## config.mk

```make
export PLATFORM = sky130hd
export DESIGN_NAME = gate_vec_pipe
export DESIGN_NICKNAME = d
export VERILOG_FILES = /design/src/rtl/gate_pkg.sv /design/src/rtl/gate_vec.sv /design/src/rtl/gate_vec_pipe.sv
export SDC_FILE = /design/constraint.sdc
export NUM_CORES = 1
export LEC_CHECK = 0
export BUFFER_PORTS_ARGS = -buffer_cell sky130_fd_sc_hd__buf_2
export CORE_MARGIN = 8
export CORE_UTILIZATION = 45
export DETAILED_ROUTE_END_ITERATION = 10
export GPL_ROUTABILITY_DRIVEN = 0
export HOLD_SLACK_MARGIN = 0.03
export PLACE_DENSITY = 0.79
export SYNTH_ARGS = -nofsm -noshare
export SYNTH_HDL_FRONTEND = slang
export SYNTH_SLANG_ARGS = --single-unit
```

## constraint.sdc

```tcl
create_clock -name clk -period 3.3 [get_ports clk]
set_input_delay 0.33 -clock clk [delete_from_list [all_inputs] [get_ports clk]]
set_output_delay 0.33 -clock clk [all_outputs]
set_load 0.02 [all_outputs]
```

## src/rtl/gate_pkg.sv

```systemverilog
// Shared definitions for the vector gate pipeline: op encoding and flag payload.
package gate_pkg;

    localparam int unsigned OP_W = 3;

    typedef logic [OP_W-1:0] op_t;

    localparam op_t OP_AND    = 3'd0;
    localparam op_t OP_NAND   = 3'd1;
    localparam op_t OP_OR     = 3'd2;
    localparam op_t OP_NOR    = 3'd3;
    localparam op_t OP_XOR    = 3'd4;
    localparam op_t OP_XNOR   = 3'd5;
    localparam op_t OP_PASS_A = 3'd6;
    localparam op_t OP_NOT_A  = 3'd7;

    // Result flags travelling with out_z in the output stage.
    typedef struct packed {
        logic zero;
        logic ones;
        logic par;
    } flags_t;

endpackage

```

## src/rtl/gate_vec.sv

```systemverilog
// Combinational bitwise gate evaluation.
//   a, b : WIDTH-bit operands (b unused by PASS_A / NOT_A)
//   op   : gate select (gate_pkg::op_t)
//   z    : WIDTH-bit result
module gate_vec
    import gate_pkg::*;
#(
    parameter int unsigned WIDTH = 8
) (
    input  logic [WIDTH-1:0] a,
    input  logic [WIDTH-1:0] b,
    input  op_t              op,
    output logic [WIDTH-1:0] z
);

    always_comb begin
        z = '0;
        case (op)
            OP_AND:    z = a & b;
            OP_NAND:   z = ~(a & b);
            OP_OR:     z = a | b;
            OP_NOR:    z = ~(a | b);
            OP_XOR:    z = a ^ b;
            OP_XNOR:   z = ~(a ^ b);
            OP_PASS_A: z = a;
            OP_NOT_A:  z = ~a;
            default:   z = '0;
        endcase
    end

endmodule

```

## src/rtl/gate_vec_pipe.sv

```systemverilog
// Two-stage valid/ready pipeline applying a bitwise gate op per transaction,
// with an optional feedback accumulator and registered result flags.
//   clk, rst                 : clock, synchronous active-high reset
//   in_valid/in_ready        : operand handshake (in_ready combinational from out_ready)
//   in_a, in_b, in_op        : operands and op select
//   in_acc                   : use accumulator as A and write the result back
//   acc_clr                  : clear accumulator (applies before an in_acc op in the same cycle)
//   out_valid/out_ready      : result handshake
//   out_z, out_zero/ones/par : registered result and its flags
//   acc_q                    : accumulator value
module gate_vec_pipe
    import gate_pkg::*;
#(
    parameter int unsigned WIDTH  = 8,
    parameter bit          ACC_EN = 1'b1
) (
    input  logic             clk,
    input  logic             rst,
    input  logic             in_valid,
    output logic             in_ready,
    input  logic [WIDTH-1:0] in_a,
    input  logic [WIDTH-1:0] in_b,
    input  logic [OP_W-1:0]  in_op,
    input  logic             in_acc,
    input  logic             acc_clr,
    output logic             out_valid,
    input  logic             out_ready,
    output logic [WIDTH-1:0] out_z,
    output logic             out_zero,
    output logic             out_ones,
    output logic             out_par,
    output logic [WIDTH-1:0] acc_q
);

    logic             s1_v;
    logic             s2_v;
    logic [WIDTH-1:0] z1;
    logic [WIDTH-1:0] z2;
    flags_t           flags_q;
    logic [WIDTH-1:0] acc;

    logic             s1_en;
    logic             s2_en;
    logic             accept;
    logic             use_acc;
    logic [WIDTH-1:0] a_sel;
    logic [WIDTH-1:0] z_c;

    // Backward-propagating enables; each stage advances when downstream can take it.
    assign s2_en    = !s2_v || out_ready;
    assign s1_en    = !s1_v || s2_en;
    assign in_ready = s1_en && !rst;
    assign accept   = in_valid && in_ready;

    // A pending clear forces A to zero so clear-then-op ordering holds within one cycle.
    assign use_acc  = ACC_EN && in_acc;
    assign a_sel    = use_acc ? (acc_clr ? '0 : acc) : in_a;

    gate_vec #(.WIDTH(WIDTH)) u_gate (
        .a  (a_sel),
        .b  (in_b),
        .op (op_t'(in_op)),
        .z  (z_c)
    );

    // Pipeline stages S1 (result) and S2 (result + flags).
    always_ff @(posedge clk) begin
        if (rst) begin
            s1_v    <= 1'b0;
            s2_v    <= 1'b0;
            z1      <= '0;
            z2      <= '0;
            flags_q <= '0;
        end else begin
            if (s1_en) begin
                s1_v <= accept;
                if (accept) z1 <= z_c;
            end
            if (s2_en) begin
                s2_v <= s1_v;
                if (s1_v) begin
                    z2           <= z1;
                    flags_q.zero <= (z1 == '0);
                    flags_q.ones <= &z1;
                    flags_q.par  <= ^z1;
                end
            end
        end
    end

    // Accumulator written on the same edge that loads S1, so back-to-back in_acc ops see it.
    always_ff @(posedge clk) begin
        if (rst || !ACC_EN) begin
            acc <= '0;
        end else if (accept && use_acc) begin
            acc <= z_c;
        end else if (acc_clr) begin
            acc <= '0;
        end
    end

    assign out_valid = s2_v;
    assign out_z     = z2;
    assign out_zero  = flags_q.zero;
    assign out_ones  = flags_q.ones;
    assign out_par   = flags_q.par;
    assign acc_q     = acc;

endmodule

```

==> results_dict.tcl <==
set metrics [dict create \
    synth_nets 333 \
    wl_per_cell_um 15.27 \
    synth_edf_count 0 \
    synth.cell_area_um2 2477 \
    grt_pass1_vias 2195 \
    synth_area_leaders "dfxtp_1 23%, ha_1 12%, a32oi_1 5.7%" \
    total_power_w 0.001093 \
    die_w_um 90.20 \
    grt_max_degree 28 \
    p_int_w 0.0007821 \
    drtAntennaViolNets 0 \
    seqPwrFrac 0.359 \
    pwr-share-comb 0.239 \
    instances_no_fill 391 \
    slew_violations 0 \
    fin_area_um2 2720 \
    grt_overflow_total 0 \
    slew-limit-headroom 0.4667 \
    fin_crit_sh 0.7034 \
    dieArea_um2 8135 \
    cap_violations 0 \
    clkSlewWorstSetupHoldPaths_ns 0.06 \
    period_needed_ns 2.321 \
    synth-main-ff-cell "dfxtp_1" \
    synth_top_cell_by_area "dfxtp_1" \
    num_vias 2221 \
    rows 27 \
    clock-sinks 29 \
    avgViaCountPerCell 5.680 \
    drt-total-wl_um 5972 \
    avgSynthCellArea_um2 8.723 \
    p_per_area_nw_per_um2 401.9 \
    drive_gt1_frac 0.2351 \
    grt_pass1_wl_um 10030 \
    yosysSeqAreaShare 0.2343 \
    ys_async_sr_fraction 0 \
    initial_core_util 0.4583 \
    drcViolationCount 0 \
    cts-resized-gates 0 \
    cts_hold_buf 0 \
    finClkSkew_ns 0.004489 \
    ir_drop_mv 0.2769 \
    clkLatencyLatePin_ns 0.27 \
    min_path_type "input pin to register" \
    tightest_slew_ns 0.7978 \
    ys_ff_latch 29 \
    core_um2 5405 \
    die_h_um 90.20 \
    nets 367 \
    cts_setup_buffers 0 \
    antenna_found_initial 0 \
    hold_viol_final 0 \
    antenna_cells 0 \
    synthTopCellsByCount "29 x dfxtp_1, 26 x inv_1, 24 x ha_1, 18 x o21ai_0" \
    fmax_mhz 430.8 \
    critPathKind "input pin to register" \
    ys_types 43 \
    worst_setup_path_start_kind "input pin" \
    end_kind "register" \
    yosysTopAreaCellShare 0.2343 \
    grt_use_total 0.1420 \
    dpl.hpwl_um 4283 \
    crit_fanout 18 \
    cp.required_ns 3.43 \
    cts-root-buf "clkbuf_8" \
    htreeDepth 2 \
    cp_data_arrival_time_ns 2.45 \
    setup_viol 0 \
    dr.pass1.iters 4 \
    status "finished, final reports clean" \
    cts_buffer_depth 2 \
    leakagePower_nw 1.255 \
    area_delta_synth_final_pct 9.798 \
    synth_most_common_cell "dfxtp_1" \
    io_buffers 45 \
    dp_cells 383 \
    fin_tns_setup_ns 0 \
    swShare 0.2847 \
    placed_area_um2 2586 \
    p_sw_w 0.0003112 \
    pin_count 46 \
    cts_buffers 5 \
    clkPwrFrac 0.402 \
    ys_warn_count 0 \
    syn_inst 284 \
    grt_setup_unrepaired "false" \
    cts_tree "built" \
    drt-initial-drc-count 159 \
]
[routing by layer]
| layer | up-vias | share of wire | track usage |
|---|---|---|---|
| li1 | 1104 | - | - |
| met1 | 1055 | 0.45 | 0.1719 |
| met2 | 58 | 0.51 | 0.2571 |
| met3 | 4 | 0.043 | 0.01995 |
| met4 | 0 | 0.0042 | 0.03190 |
| met5 | - | 0 | 0 |
[worst paths after layout]
path / cells after the start / startpoint / endpoint / slack, ns
worst max-delay path: 9 / in_acc / z1[7] / 0.98
worst min-delay path: 3 / in_valid / s1_v / 0.31
worst max register to register: 8 / acc_q[7] / z1[7] / 1.00
worst min register to register: 2 / out_zero / out_zero / 0.45
[per-stage QoR]
stage	setup slack, ns	hold slack, ns	util
2_1_floorplan	1.188	0.4595	-
3_3_place_gp	0.8842	0.4413	0.4785
3_5_place_dp	0.7952	0.4436	0.4785
4_1_cts	0.9934	0.3008	0.5032
5_1_grt	0.8372	0.3268	0.5032
6_report	0.9787	0.3121	0.5032
[power groups by stage]
stage / logic (W) / registers [W] / clock network (W)
floorplan: 0.000198 / 0.000409 / 0
global placement: 0.000252 / 0.000401 / 0
detailed placement: 0.000260 / 0.000400 / 0
CTS: 0.000263 / 0.000393 / 0.000448
global route: 0.000292 / 0.000395 / 0.000462
finish: 0.000261 / 0.000393 / 0.000440
[cell type report]
cell class | instances | area, um^2
clock inverter | 3 | 65.06
tap | 72 | 90.09
clock buffer | 5 | 68.82
fill | 550 | 2685
sequential | 29 | 580.6
inverter | 27 | 101.3
multi-input combinational | 209 | 1582
timing repair buffer | 46 | 232.7
[sequential cells by signal, indices dropped and copies added (netlist names)]
| name | cells |
|---|---|
| out_z | 8 |
| out_zero | 1 |
| s1_v | 1 |
| z1 | 8 |
| out_ones | 1 |
| out_valid | 1 |
| out_par | 1 |
| acc_q | 8 |
[cell families (layout without fill, tap and decap cells)]
| logic type | after synthesis | after routing | synth area share |
|---|---|---|---|
| and+or+nand+nor | 97 | 97 | 0.2445 |
| AOI/OAI and AO/OA | 76 | 76 | 0.2258 |
| buffers and inverters | 46 | 81 | 0.1273 |
| DFF | 29 | 29 | 0.2343 |
| adders and majority gates | 24 | 24 | 0.1212 |
| muxes | 9 | 9 | 0.03637 |
| xor gates and xnor gates | 3 | 3 | 0.01061 |
[worst max-delay path, cell delays in order]
cell and delay (ns):
buf_2 0.26, and2b_2 0.26, or2_2 0.29, inv_1 0.06, ha_1 0.23, or2b_2 0.29, a21o_2 0.20, a211oi_1 0.36
o41ai_1 0.15
[cell usage in the layout, fill, tap and decap left out, drive strengths merged]
cell     n
nand3   10
a21o     8
clkinv   2
or2b     6
and3b    8
o41ai   16
a32oi   16
nand2   10
xnor2    2
inv     26
nor3b    8
nor2b   11
xor2     1
nand4    2
dfxtp   29
or2     10
nand2b   3
nor4     8
nand3b   1
bufinv   2
o21ai   24
a21oi    4
clkbuf   5
buf     46
and2b    6
nor2    12
a211oi   8
and2     2
mux2i    9
ha      24
(Power assumes the default switching activity.)
